## src/rtl/boot_sequencer.sv

```systemverilog
// boot_sequencer: start-up controller for the pulpino_top SoC.
// Settles after reset, optionally waits for the SPI image load, writes the
// boot address to the SoC config register, enables fetch, then watches the
// end-of-computation flag and reports pass/fail/error.
// Optional RUN-state watchdog: define BOOT_SEQUENCER_WDT_EN.
`timescale 1ns/1ps
module boot_sequencer #(
   parameter int unsigned SETTLE_CYCLES = 13,
   parameter logic [31:0] CFG_ADDR      = 32'h1A10_7008
) (
   input  logic        clk,
   input  logic        rst_n,
   input  logic [1:0]  boot_mode_i,
   input  logic        load_done_i,
   input  logic [31:0] boot_addr_i,
   output logic        cfg_req_o,
   output logic [31:0] cfg_addr_o,
   output logic [31:0] cfg_wdata_o,
   input  logic        cfg_gnt_i,
   input  logic        cfg_err_i,
   input  logic        eoc_i,
   input  logic [31:0] exit_code_i,
   input  logic        restart_i,
   input  logic [31:0] wdt_limit_i,
   output logic        fetch_enable_o,
   output logic        done_o,
   output logic [1:0]  status_o,
   output logic [31:0] exit_code_o,
   output logic [2:0]  state_o
);

   typedef enum logic [2:0] {
      SETTLE    = 3'd0,
      LOAD_WAIT = 3'd1,
      CFG_WRITE = 3'd2,
      START     = 3'd3,
      RUN       = 3'd4,
      DONE      = 3'd5,
      ERROR     = 3'd6
   } state_e;

   localparam logic [7:0] SETTLE_LAST = 8'(SETTLE_CYCLES - 1);

   state_e      state_q, state_d;
   logic [7:0]  settle_cnt_q, settle_cnt_d;
   logic        cfg_req_q, cfg_req_d;
   logic [31:0] cfg_wdata_q, cfg_wdata_d;
   logic        fetch_enable_q, fetch_enable_d;
   logic [1:0]  status_q, status_d;
   logic [31:0] exit_code_q, exit_code_d;
   logic        wdt_expired;

`ifdef BOOT_SEQUENCER_WDT_EN
   logic [31:0] wdt_cnt_q, wdt_cnt_d;

   // Watchdog: wdt_cnt_d is the number of RUN cycles including the current one;
   // held at zero outside RUN so it restarts on every RUN entry.
   always_comb begin
      wdt_cnt_d   = '0;
      wdt_expired = 1'b0;
      if (state_q == RUN) begin
         wdt_cnt_d   = wdt_cnt_q + 32'd1;
         wdt_expired = (wdt_limit_i != '0) && (wdt_cnt_d == wdt_limit_i);
      end
   end

   // Watchdog counter register
   always_ff @(posedge clk or negedge rst_n) begin
      if (!rst_n) wdt_cnt_q <= '0;
      else        wdt_cnt_q <= wdt_cnt_d;
   end
`else
   logic unused_wdt_limit;
   assign unused_wdt_limit = ^wdt_limit_i;
   assign wdt_expired      = 1'b0;
`endif

   // State and output registers
   always_ff @(posedge clk or negedge rst_n) begin
      if (!rst_n) begin
         state_q        <= SETTLE;
         settle_cnt_q   <= '0;
         cfg_req_q      <= 1'b0;
         cfg_wdata_q    <= '0;
         fetch_enable_q <= 1'b0;
         status_q       <= '0;
         exit_code_q    <= '0;
      end else begin
         state_q        <= state_d;
         settle_cnt_q   <= settle_cnt_d;
         cfg_req_q      <= cfg_req_d;
         cfg_wdata_q    <= cfg_wdata_d;
         fetch_enable_q <= fetch_enable_d;
         status_q       <= status_d;
         exit_code_q    <= exit_code_d;
      end
   end

   // Next-state selection
   always_comb begin
      state_d = state_q;
      case (state_q)
         SETTLE: begin
            if (settle_cnt_q == SETTLE_LAST) begin
               case (boot_mode_i)
                  2'b00:   state_d = CFG_WRITE;
                  2'b01:   state_d = LOAD_WAIT;
                  2'b10:   state_d = START;
                  default: state_d = ERROR;
               endcase
            end
         end
         LOAD_WAIT: if (load_done_i) state_d = CFG_WRITE;
         CFG_WRITE: if (cfg_gnt_i) state_d = cfg_err_i ? ERROR : START;
         START:     state_d = RUN;
         RUN: begin
            if (eoc_i)            state_d = DONE;
            else if (wdt_expired) state_d = ERROR;
         end
         DONE, ERROR: if (restart_i) state_d = SETTLE;
         default:     state_d = SETTLE;
      endcase
   end

   // Registered outputs, computed from the transition being taken
   always_comb begin
      settle_cnt_d   = '0;
      cfg_req_d      = (state_d == CFG_WRITE);
      cfg_wdata_d    = cfg_wdata_q;
      fetch_enable_d = fetch_enable_q;
      status_d       = status_q;
      exit_code_d    = exit_code_q;

      if (state_q == SETTLE && state_d == SETTLE)
         settle_cnt_d = settle_cnt_q + 8'd1;

      if (state_d == CFG_WRITE && state_q != CFG_WRITE)
         cfg_wdata_d = boot_addr_i;

      if (state_q == START)
         fetch_enable_d = 1'b1;
      if (state_d == DONE || state_d == ERROR)
         fetch_enable_d = 1'b0;

      if (state_q == RUN && state_d == DONE) begin
         exit_code_d = exit_code_i;
         status_d    = (exit_code_i == '0) ? 2'b01 : 2'b10;
      end

      if (state_d == ERROR && state_q != ERROR)
         status_d = 2'b11;

      if ((state_q == DONE || state_q == ERROR) && state_d == SETTLE) begin
         status_d    = 2'b00;
         exit_code_d = '0;
      end
   end

   assign cfg_req_o      = cfg_req_q;
   assign cfg_addr_o     = cfg_req_q ? CFG_ADDR : '0;
   assign cfg_wdata_o    = cfg_wdata_q;
   assign fetch_enable_o = fetch_enable_q;
   assign done_o         = (state_q == DONE) || (state_q == ERROR);
   assign status_o       = status_q;
   assign exit_code_o    = exit_code_q;
   assign state_o        = state_q;

endmodule

```

## config.mk

```make
export PLATFORM = sky130hd
export DESIGN_NAME = boot_sequencer
export DESIGN_NICKNAME = d
export VERILOG_FILES = /design/src/rtl/boot_sequencer.sv
export SDC_FILE = /design/constraint.sdc
export NUM_CORES = 1
export LEC_CHECK = 0
export CORE_MARGIN = 10
export CORE_UTILIZATION = 41
export DETAILED_ROUTE_END_ITERATION = 12
export PLACE_DENSITY = 0.86
export SLEW_MARGIN = 10
export SYNTH_ARGS = -nofsm -noshare
export SYNTH_HDL_FRONTEND = slang
export SYNTH_SLANG_ARGS = --single-unit
```

## constraint.sdc

```tcl
create_clock -name clk -period 5.3 [get_ports clk]
set_input_delay 1.06 -clock clk [delete_from_list [all_inputs] [get_ports clk]]
set_output_delay 1.06 -clock clk [all_outputs]
set_load 0.005 [all_outputs]
```

======== Yosys cells after proc, flatten, opt, wreduce, memory -nomap -nowiden ========
Cells that the tools add are included.
Widths: inputs -> output; s select.
storage, ports and cells
  register bits after elaboration ......... 79
  bits in latches ......................... 0
  bits in writable memories ............... 0
  memory bits (read-only) ................. 0
  bits of input ports ..................... 105
  output and inout port bits .............. 104
  logic and storage cells ................. 55
  memories ................................ 0
operators by class
  $add $sub $neg .......................... 1
  multipliers ............................. 0
  divide/modulo/power cells ............... 0
  order comparisons ....................... 0
  eq/ne operators ......................... 14
  shift-type cells ........................ 0
  mux-type cells .......................... 18
  bitwise logic cells ..................... 0
  reduce and logical (&&, ||, !) cells .... 15
operator list
  cell                 number
  $mux 32              2
  $logic_not 32->1     1
  $mux 29              1
  $mux 3               6
  $pmux 3 s6           1
  $eq 3x3->1 const B   5
  $eq 3x2->1 const B   3
  $pmux 3 s3           1
  $add 8x1->8 const B  1
  $eq 8x4->1 const B   1
  $mux 2               4
  $mux 8               1
  $logic_not 3->1      2
  $logic_and 1x1->1    5
  $reduce_bool 2->1    2
  $eq 3x1->1 const B   1
  $ne 3x2->1 const B   1
  $ne 3x3->1 const B   1
  $reduce_bool 3->1    1
  $eq 2x1->1 const B   1
  $eq 2x2->1 const B   1
  $logic_not 2->1      1
  $logic_or 1x1->1     2
  $mux 1               2
  $reduce_or 2->1      1

======== Depth between registers and ports, before layout ========
Gate-level depths: netlist of run 1.
  depth in word-level cells ............... 9
  gate-level depth with buffers ........... 8
  mapped depth without buffers ............ 7

======== Worst setup path before layout of run 1 ========
OpenSTA, ideal clock, no wires.
  path type ............................... input port to flip-flop
  start point ............................. input boot_mode_i[1]
  end point ............................... register cfg_wdata_q[10] (netlist: cfg_wdata_o[10])
  setup time .............................. 0.125 ns
  arrival time ............................ 2.825 ns
  required time ........................... 5.175 ns
  slack ................................... 2.350 ns
  stages on the path ...................... 7
  buffers on the path ..................... 1
  cell sequence ........................... inv_1 ha_1 nor4_1 a311oi_1 nor4b_4 buf_6 mux2_2
on the way
  cells in the longest elaborated chain, start to end .. 6
  elaborated cells on any way between the ends .. 8
  those cells by class .................... 3 x eq/ne; 3 x mux; 2 x reduce/logical
RTL lines
  what                                      line  source
  start: declaration                        13    input logic [1:0] boot_mode_i,
  $eq 2x2->1, or another cell as far along  105   case (boot_mode_i)
  $pmux 3 s3 (*)                            105
  $mux 3 (*)                                104   if (settle_cnt_q == SETTLE_LAST) begin
  $pmux 3 s6 (*)                            102   case (state_q)
  $eq 3x2->1 (*)                            137   if (state_d == CFG_WRITE && state_q != CFG_WRITE)
  $logic_and 1x1->1 (*)                     137
  end signal: assignment                    92    cfg_wdata_q <= cfg_wdata_d;
  end: declaration                          47    logic [31:0] cfg_wdata_q, cfg_wdata_d;
Every way passes the cells marked *; elsewhere a longest branch is shown, timed or not.
A chain may end at the register's enable or synchronous reset.

======== Final worst setup path of run 1 ========
  start point ............................. input boot_mode_i[1]
  end point ............................... register cfg_wdata_q[17] (netlist: cfg_wdata_o[17])
The elaborated chain is that of the path after synthesis.

==> impl_summary.md, run 1 <==
Run status
The flow ran to the end, and the final reports show no timing, DRC or antenna violations.

Detailed routing
Using the TritonRoute via totals, the vias-per-cell ratio works out to 4.91. The number of detailed-route iterations in the first pass is 4. The detailed router placed 2909 vias in this run. The final antenna-violating net count is 0.

In the final routed layout, each cell accounts on average for 16.9 um. The iteration-0 DRC count of the detailed router is 114. The final layout contains routed wiring with a total length of 10000 um. In the routed design, unresolved DRC markers number 0.

Clocking
The number of clock buffers inserted by TritonCTS is 9. The count of clock tree sinks is 79. The number of setup buffers added after CTS is 0. The count of cells resized by post-cts repair is 0.

The number of H-tree branching levels is 3. Clock-pin slew was measured on the worst setup and hold paths at 70 ps. The tree is rooted in a sky130_fd_sc_hd__clkbuf_8. The longest clock path from root to sink contains 2 buffers. TritonCTS built the clock tree. The number of hold buffers added after CTS is 0. The clock latency reported for the late side of the worst-skew pair is 340 ps.

Pwr
For this design the static power due to leakage is 0.00224 uW. The peak ir drop on the vdd network is 0.281 mV. After layout, the design draws a total of 2720 uW. The power density over the cells is 517 nW/um2.

Global routing
The number of global-route vias before repair is 3129. Entering global routing, the biggest net connects 80 pins. The initial antenna violation count came to 0. The global-route wire length before repair is 16000 um. The global-route usage over all layers is 0.151. The total overflow left after global routing is 0.

Critical path
Along the worst path, the maximum fanout reaches 32. The type of the worst setup path is in2reg. The element type at the critical path start is an input port. The data arrival time of the critical path is 3710 ps. STA classifies the critical path endpoint as a flop.

For the worst setup path, the data required time is 5520 ps.

Timing
Setup repair after global routing left no endpoint under its margin. Of the available clock period, the critical path in the final layout requires 0.659. Setup violations remaining at the end of the flow were counted as 0.

The worst clock skew is 8.44 ps. Headroom to the max-slew limit came out at 0.211. The minimum clock period is 3490 ps. The setup slack after layout is 1810 ps. The count of final hold-check violations is 0.

The final-report max-slew violation count is 0. Setup total negative slack on the finished layout was measured at 0 ps. The maximum frequency from static timing analysis is 287 MHz. The pin slew with the least headroom to its limit is 1180 ps.

Min path
In this run the worst hold path is classified as reg2reg.

Synth
The number of distinct library cell variants in the gate-level netlist after synthesis is 39. Among all cell types in the netlist, the one instantiated most often is sky130_fd_sc_hd__dfrtp_1. The mean post-synth cell area is 10.8 um2. In the synthesized netlist, the cells that appear most often are 79 x sky130_fd_sc_hd__dfrtp_1, 68 x sky130_fd_sc_hd__nand2_1, 35 x sky130_fd_sc_hd__a21oi_1, 32 x sky130_fd_sc_hd__buf_4, 32 x sky130_fd_sc_hd__mux2_2. In this run, synthesis produced a sequential element count of 79. The area share of the largest cell type after synthesis is 0.543. Among all flip-flop cells after synthesis, the most frequent one is sky130_fd_sc_hd__dfrtp_1. In this run, synthesis inferred 0 flip-flops with an integrated enable. The Yosys step of the flow raised 0 warnings.

The share of the Yosys chip area taken by registers is 0.543. The biggest area contributor in the post-synthesis netlist is sky130_fd_sc_hd__dfrtp_1. In the post-synthesis netlist, the biggest area contributors are sky130_fd_sc_hd__dfrtp_1 54%, sky130_fd_sc_hd__mux2_2 9.9%, sky130_fd_sc_hd__nand2_1 7.0%. The mapped netlist covers 3640 um2.

Synthesis handed over a netlist of 338 instances. In the synthesized netlist the async set-or-reset flop fraction comes to 1.00.

Placement
Timing analysis after detailed placement gives a worst setup slack of 1430 ps. The cell count after placement is 576. After legalization and detailed placement, the total HPWL measured 7730 um.

The final weighted congestion in routability-driven placement is 0.833. The quantity of I/O buffers inserted on ports is 152.

Floorplan
In this run the vertical extent of the chip is 114 um. The initial core utilization is 0.420. The row count is 34. The width of the die is 114 um. The total I/O pin count is 209.

The total area inside the core boundary comes to 8680 um2. The floorplan step defined a die boundary enclosing 13000 um2.

Layout
Once layout is complete, the cells apart from fillers number 592. Fill cells in the final layout number 751. The area added between synthesis and finish is 44.6%.

Of the cells placed in the final design, the portion with a size suffix greater than 1 is 0.124. The repair_antennas step left the layout with diodes totalling 0. The number of nets in the layout is 588.

Job
The number of violations of the max-capacitance limit is 0.
layout make-up:
type | count | area [um2] | share of cell area
flip-flops and latches | 79 | 1980 | 0.376
well taps | 108 | 135 | 0.0257
multi-input cells | 227 | 1390 | 0.264
clock inverters | 4 | 53.8 | 0.0102
repair buffers | 154 | 1530 | 0.291
clock buffers | 12 | 145 | 0.0276
inverters | 8 | 30.0 | 0.00570
metal layers:
metal / GRT usage / wire [um] / vias up / share of wire
met4: 0.0518 / 138 / 0 / 0.014
met5: 0 / 0 / - / 0
met3: 0.0812 / 1280 / 16 / 0.13
li1: - / - / 1371 / -
met1: 0.156 / 3620 / 1401 / 0.36
met2: 0.254 / 4960 / 121 / 0.50
stage by stage:
step           hold WS, ps  utilization  cell area, um2
6_report               510        0.607            5260
5_1_grt                525        0.607            5260
4_1_cts                512        0.607            5260
3_5_place_dp           497        0.584            5060
3_3_place_gp           488        0.584            5060
2_1_floorplan          468            -            3730
path summary, 6_finish.rpt:
check | depth (start not counted) | start | to | slack, ps
max in group asynchronous | 1 | rst_n | state_o[1] | 3790
max reg2reg | 8 | settle_cnt_q[0] | cfg_wdata_o[17] | 2500
min in group asynchronous | 1 | rst_n | exit_code_o[5] | 860
max | 8 | boot_mode_i[1] | cfg_wdata_o[17] | 1810
min | 1 | cfg_wdata_o[31] | cfg_wdata_o[31] | 510
min reg2reg | 1 | cfg_wdata_o[31] | cfg_wdata_o[31] | 510
power breakdown:
group / internal (uW) / switching (uW) / leakage [uW] / total, uW
Sequential: 858 / 156 / 0.000990 / 1010
Clock: 233 / 215 / 0.0000932 / 448
Combinational: 776 / 486 / 0.00116 / 1260
Total: 1870 / 857 / 0.00224 / 2720
cells by family (layout without fill, tap and decap cells):
family / Yosys count / after routing / share of synthesized area
and+or+nand+nor: 114 / 114 / 0.155
DFF: 79 / 79 / 0.543
buffers and inverters: 55 / 178 / 0.101
AOI/OAI and AO/OA: 46 / 46 / 0.0705
muxes: 32 / 32 / 0.0990
xor gates and xnor gates: 7 / 7 / 0.0168
adders and majority gates: 4 / 4 / 0.0137
other: 1 / 24 / 0.00103
worst max-delay path, cell delays in order:
cell                              delay [ps]
sky130_fd_sc_hd__clkdlybuf4s50_1         480
sky130_fd_sc_hd__inv_1                    50
sky130_fd_sc_hd__ha_1                    270
sky130_fd_sc_hd__nor4_1                   60
sky130_fd_sc_hd__a311oi_1                650
sky130_fd_sc_hd__nor4b_4                 320
sky130_fd_sc_hd__buf_4                   410
sky130_fd_sc_hd__mux2_2                  400
registers in the layout, indices dropped and copies added (netlist names):
signal,flops
settle_cnt_q,8
exit_code_o,32
status_o,2
cfg_req_o,1
fetch_enable_o,1
cfg_wdata_o,32
state_o,3
layout by cell type, fill, tap and decap left out, types with 2 or more instances in the layout:
master                            instances
sky130_fd_sc_hd__a21oi_1                 35
sky130_fd_sc_hd__o21ai_0                  2
sky130_fd_sc_hd__inv_1                    8
sky130_fd_sc_hd__clkdlybuf4s50_1        151
sky130_fd_sc_hd__mux2_2                  32
sky130_fd_sc_hd__ha_1                     4
sky130_fd_sc_hd__clkbuf_1                 2
sky130_fd_sc_hd__and3_1                   4
sky130_fd_sc_hd__nor2_1                  10
sky130_fd_sc_hd__nand3_1                  4
sky130_fd_sc_hd__nand4_1                  3
sky130_fd_sc_hd__nand4b_1                 2
sky130_fd_sc_hd__nor4_1                   9
sky130_fd_sc_hd__clkinvlp_4               2
sky130_fd_sc_hd__xnor2_1                  3
sky130_fd_sc_hd__conb_1                  24
sky130_fd_sc_hd__o211ai_1                 3
sky130_fd_sc_hd__nand2_1                 68
sky130_fd_sc_hd__buf_4                    3
sky130_fd_sc_hd__nor3_1                   2
sky130_fd_sc_hd__xor2_1                   4
sky130_fd_sc_hd__clkbuf_8                10
sky130_fd_sc_hd__and2b_2                  2
sky130_fd_sc_hd__dfrtp_1                 79
Power figures use the tool's default switching activity.
==> run 2, diff against run 1 <==
--- a/config.mk
+++ b/config.mk
@@ -6,9 +6,9 @@
 export NUM_CORES = 1
 export LEC_CHECK = 0
 export CORE_MARGIN = 10
-export CORE_UTILIZATION = 41
+export CORE_UTILIZATION = 38
 export DETAILED_ROUTE_END_ITERATION = 12
-export PLACE_DENSITY = 0.86
+export PLACE_DENSITY = 0.8
 export SLEW_MARGIN = 10
 export SYNTH_ARGS = -nofsm -noshare
 export SYNTH_HDL_FRONTEND = slang
==> constraint.sdc (replaced) <==
create_clock -name clk -period 3.6 [get_ports clk]
set_input_delay 0.72 -clock clk [delete_from_list [all_inputs] [get_ports clk]]
set_output_delay 0.72 -clock clk [all_outputs]
set_load 0.005 [all_outputs]
==> impl_summary.md, run 2 (synthesis results as in run 1) <==
Detailed routing
The wire length after detailed routing is 10000 um (+0.24%). The total via count in the routed design is 2881 (-0.96%). The per-cell routed wire length is 16.3 um (-3.5%). The final antenna-violating net count came to 0 (unchanged). The number of detailed-route iterations in the first pass came to 5 (+1). The vias per cell is 4.68 (-4.7%). The iteration-0 DRC count of the detailed router was 122 (+7.0%). The number of remaining DRC errors is 0 (unchanged).

Min path
The classification of the worst-slack hold path is reg2reg.

Timing
The setup slack after layout is 930 ps (-880 ps). The minimum clock period is 2670 ps. The number of endpoints failing setup at the final stage is 0 (unchanged). The final cycle utilization of the critical path is 0.742. Setup repair after global routing left no endpoint under its margin. The maximum frequency from static timing analysis is 374 MHz.

The count of final hold-check violations is 0 (unchanged). The final-report max-slew violation count was 0 (unchanged). The tightest slew margin relative to the limit was 0.351 (+0.140). The setup TNS is 0 ps (unchanged).

The pin slew with the least headroom to its limit is 974 ps (-206 ps). The worst clock skew is 7.00 ps (-1.44 ps).

Clocking
The number of clock buffers inserted by TritonCTS is 9 (unchanged). The count of cells resized by post-cts repair is 0 (unchanged). The clock transition time at the flip-flop clock pins of the worst setup and hold paths came to 70 ps (about the same). The number of H-tree branching levels is 3 (unchanged).

The clock root buffer is sky130_fd_sc_hd__clkbuf_8. The buffer levels on the longest clock path is 2 (unchanged). The count of clock tree sinks came to 79 (unchanged). The clock latency reported for the late side of the worst-skew pair came to 330 ps (about the same). The number of hold buffers added after CTS is 0 (unchanged). The number of setup buffers added after CTS came to 0 (unchanged). The CTS tree is done.

Placement
The final weighted congestion in routability-driven placement was 0.780 (-6.4%). The post-placement setup slack is 568 ps (-865 ps). The placed wire-length estimate is 7770 um (+0.57%).

The quantity of I/O buffers inserted on ports was 152 (unchanged).

Global routing
The global-route usage over all layers came to 0.141 (-0.00945). The global-route wire length before repair was 16200 um (+1.3%). The number of global-route vias before repair is 3128 (-0.032%). The initial antenna violation count is 0 (unchanged). The total congestion overflow is 0 (unchanged).

The pin count of the biggest net entering global routing is 80 (unchanged).

Pwr
The power share of the sequential group is 0.367 (-0.005). The post-route total power is 4070 uW (+49%). The portion of total power attributed to combinational logic is 0.464 (about the same). The peak ir drop on the vdd network is 0.423 mV (+50%). The static leakage was 0.00227 uW (+1.3%). The power density over the cells came to 762 nW/um2 (+47%). The part of the total power dissipated in the clock network is 0.169 (+0.005). The power spent charging and discharging nets is 1250 uW (+46%). The switching part of the total power is 0.307 (-0.00780). The internal power is 2820 uW (+51%).

Critical path
The critical path required time is 3810 ps (-1710 ps). The data arrival time of the critical path is 2880 ps (-830 ps). STA classifies the critical path endpoint as a flop.

The worst setup path is launched from an input port. The peak fanout along the critical path came to 32 (unchanged). The type of the worst setup path is in2reg.

Floorplan
The vertical extent of the die is 118 um (+3.2%). The initial core utilization is 0.392 (-0.0274). The area of the die is 13900 um2 (+6.5%). The total I/O pin count was 209 (unchanged). The row count is 35 (+2.9%). The area of the core is 9280 um2 (+7.0%). The width of the die came to 118 um (+3.2%).

Run status
The flow ran to the end, and the final reports show no timing, DRC or antenna violations.

Layout
The diode insertion count for antenna repair is 0 (unchanged). The number of nets in the layout came to 591 (+0.51%). Leaving out fill and tap cells, the most frequent cells in the layout are 151 x sky130_fd_sc_hd__clkdlybuf4s50_1, 79 x sky130_fd_sc_hd__dfrtp_1, 68 x sky130_fd_sc_hd__nand2_1. Compared with the post-synthesis result, the final layout area differs by 46.6%. Leaving out fill and tap cells, the most frequent cell in the layout is sky130_fd_sc_hd__clkdlybuf4s50_1.

The fraction of layout instances using a drive strength above 1 came to 0.132 (+0.00772).

Job
The number of violations of the max-capacitance limit is 0 (unchanged).
[run 2: cell count changes in the layout (fill, tap and decap cells not counted), sizes merged]
cell,change
buf,+3
bufinv,+1
clkbuf,-3
clkinv,+3
clkinvlp,-1
inv,-1
[run 2: layer usage]
metal  share of wire  global-route usage
met1            0.40               0.160
met2            0.48               0.230
met3            0.11              0.0763
met4          0.0059              0.0309
met5               0                   0
[run 2: layout make-up]
| class | count | area (um2) |
|---|---|---|
| Inverter | 8 | 30.0 |
| Fill cell | 809 | 3950 |
| Timing Repair Buffer | 157 | 1570 |
| Clock inverter | 6 | 86.3 |
| Multi-Input combinational cell | 227 | 1390 |
| Clock buffer | 9 | 124 |
| Tap cell | 129 | 161 |
| Sequential cell | 79 | 1980 |
[run 2: worst max-delay path, stage by stage]
cell,delay [ps]
sky130_fd_sc_hd__clkdlybuf4s50_1,480
sky130_fd_sc_hd__inv_1,50
sky130_fd_sc_hd__ha_1,180
sky130_fd_sc_hd__nor4_2,300
sky130_fd_sc_hd__nor2_1,180
sky130_fd_sc_hd__nor4b_4,350
sky130_fd_sc_hd__buf_12,250
sky130_fd_sc_hd__mux2_2,360
[run 2: final timing paths]
path / from / endpoint / slack [ps] / cells past startpoint
max: boot_mode_i[1] / cfg_wdata_o[6] / 930 / 8
min: settle_cnt_q[0] / settle_cnt_q[0] / 510 / 1
max reg2reg: state_o[1] / cfg_wdata_o[6] / 1110 / 6
min reg2reg: settle_cnt_q[0] / settle_cnt_q[0] / 510 / 1
max in group asynchronous: rst_n / state_o[2] / 2440 / 1
min in group asynchronous: rst_n / exit_code_o[5] / 540 / 1
[run 2: per-stage QoR]
step | instances | hold WS (ps) | utilization | area (um2)
2_1_floorplan | 361 | 424 | - | 3730
3_3_place_gp | 600 | 489 | 0.552 | 5130
3_5_place_dp | 600 | 497 | 0.552 | 5130
4_1_cts | 615 | 508 | 0.575 | 5340
5_1_grt | 615 | 531 | 0.575 | 5340
6_report | 615 | 505 | 0.575 | 5340
[run 2: power by group through the flow]
stage	clock, uW	sequential (uW)	combinational [uW]
2_1_floorplan	0	1500	885
3_3_place_gp	0	1480	1870
3_5_place_dp	0	1520	1920
4_1_cts	722	1500	1930
5_1_grt	763	1550	2070
6_report	689	1490	1890
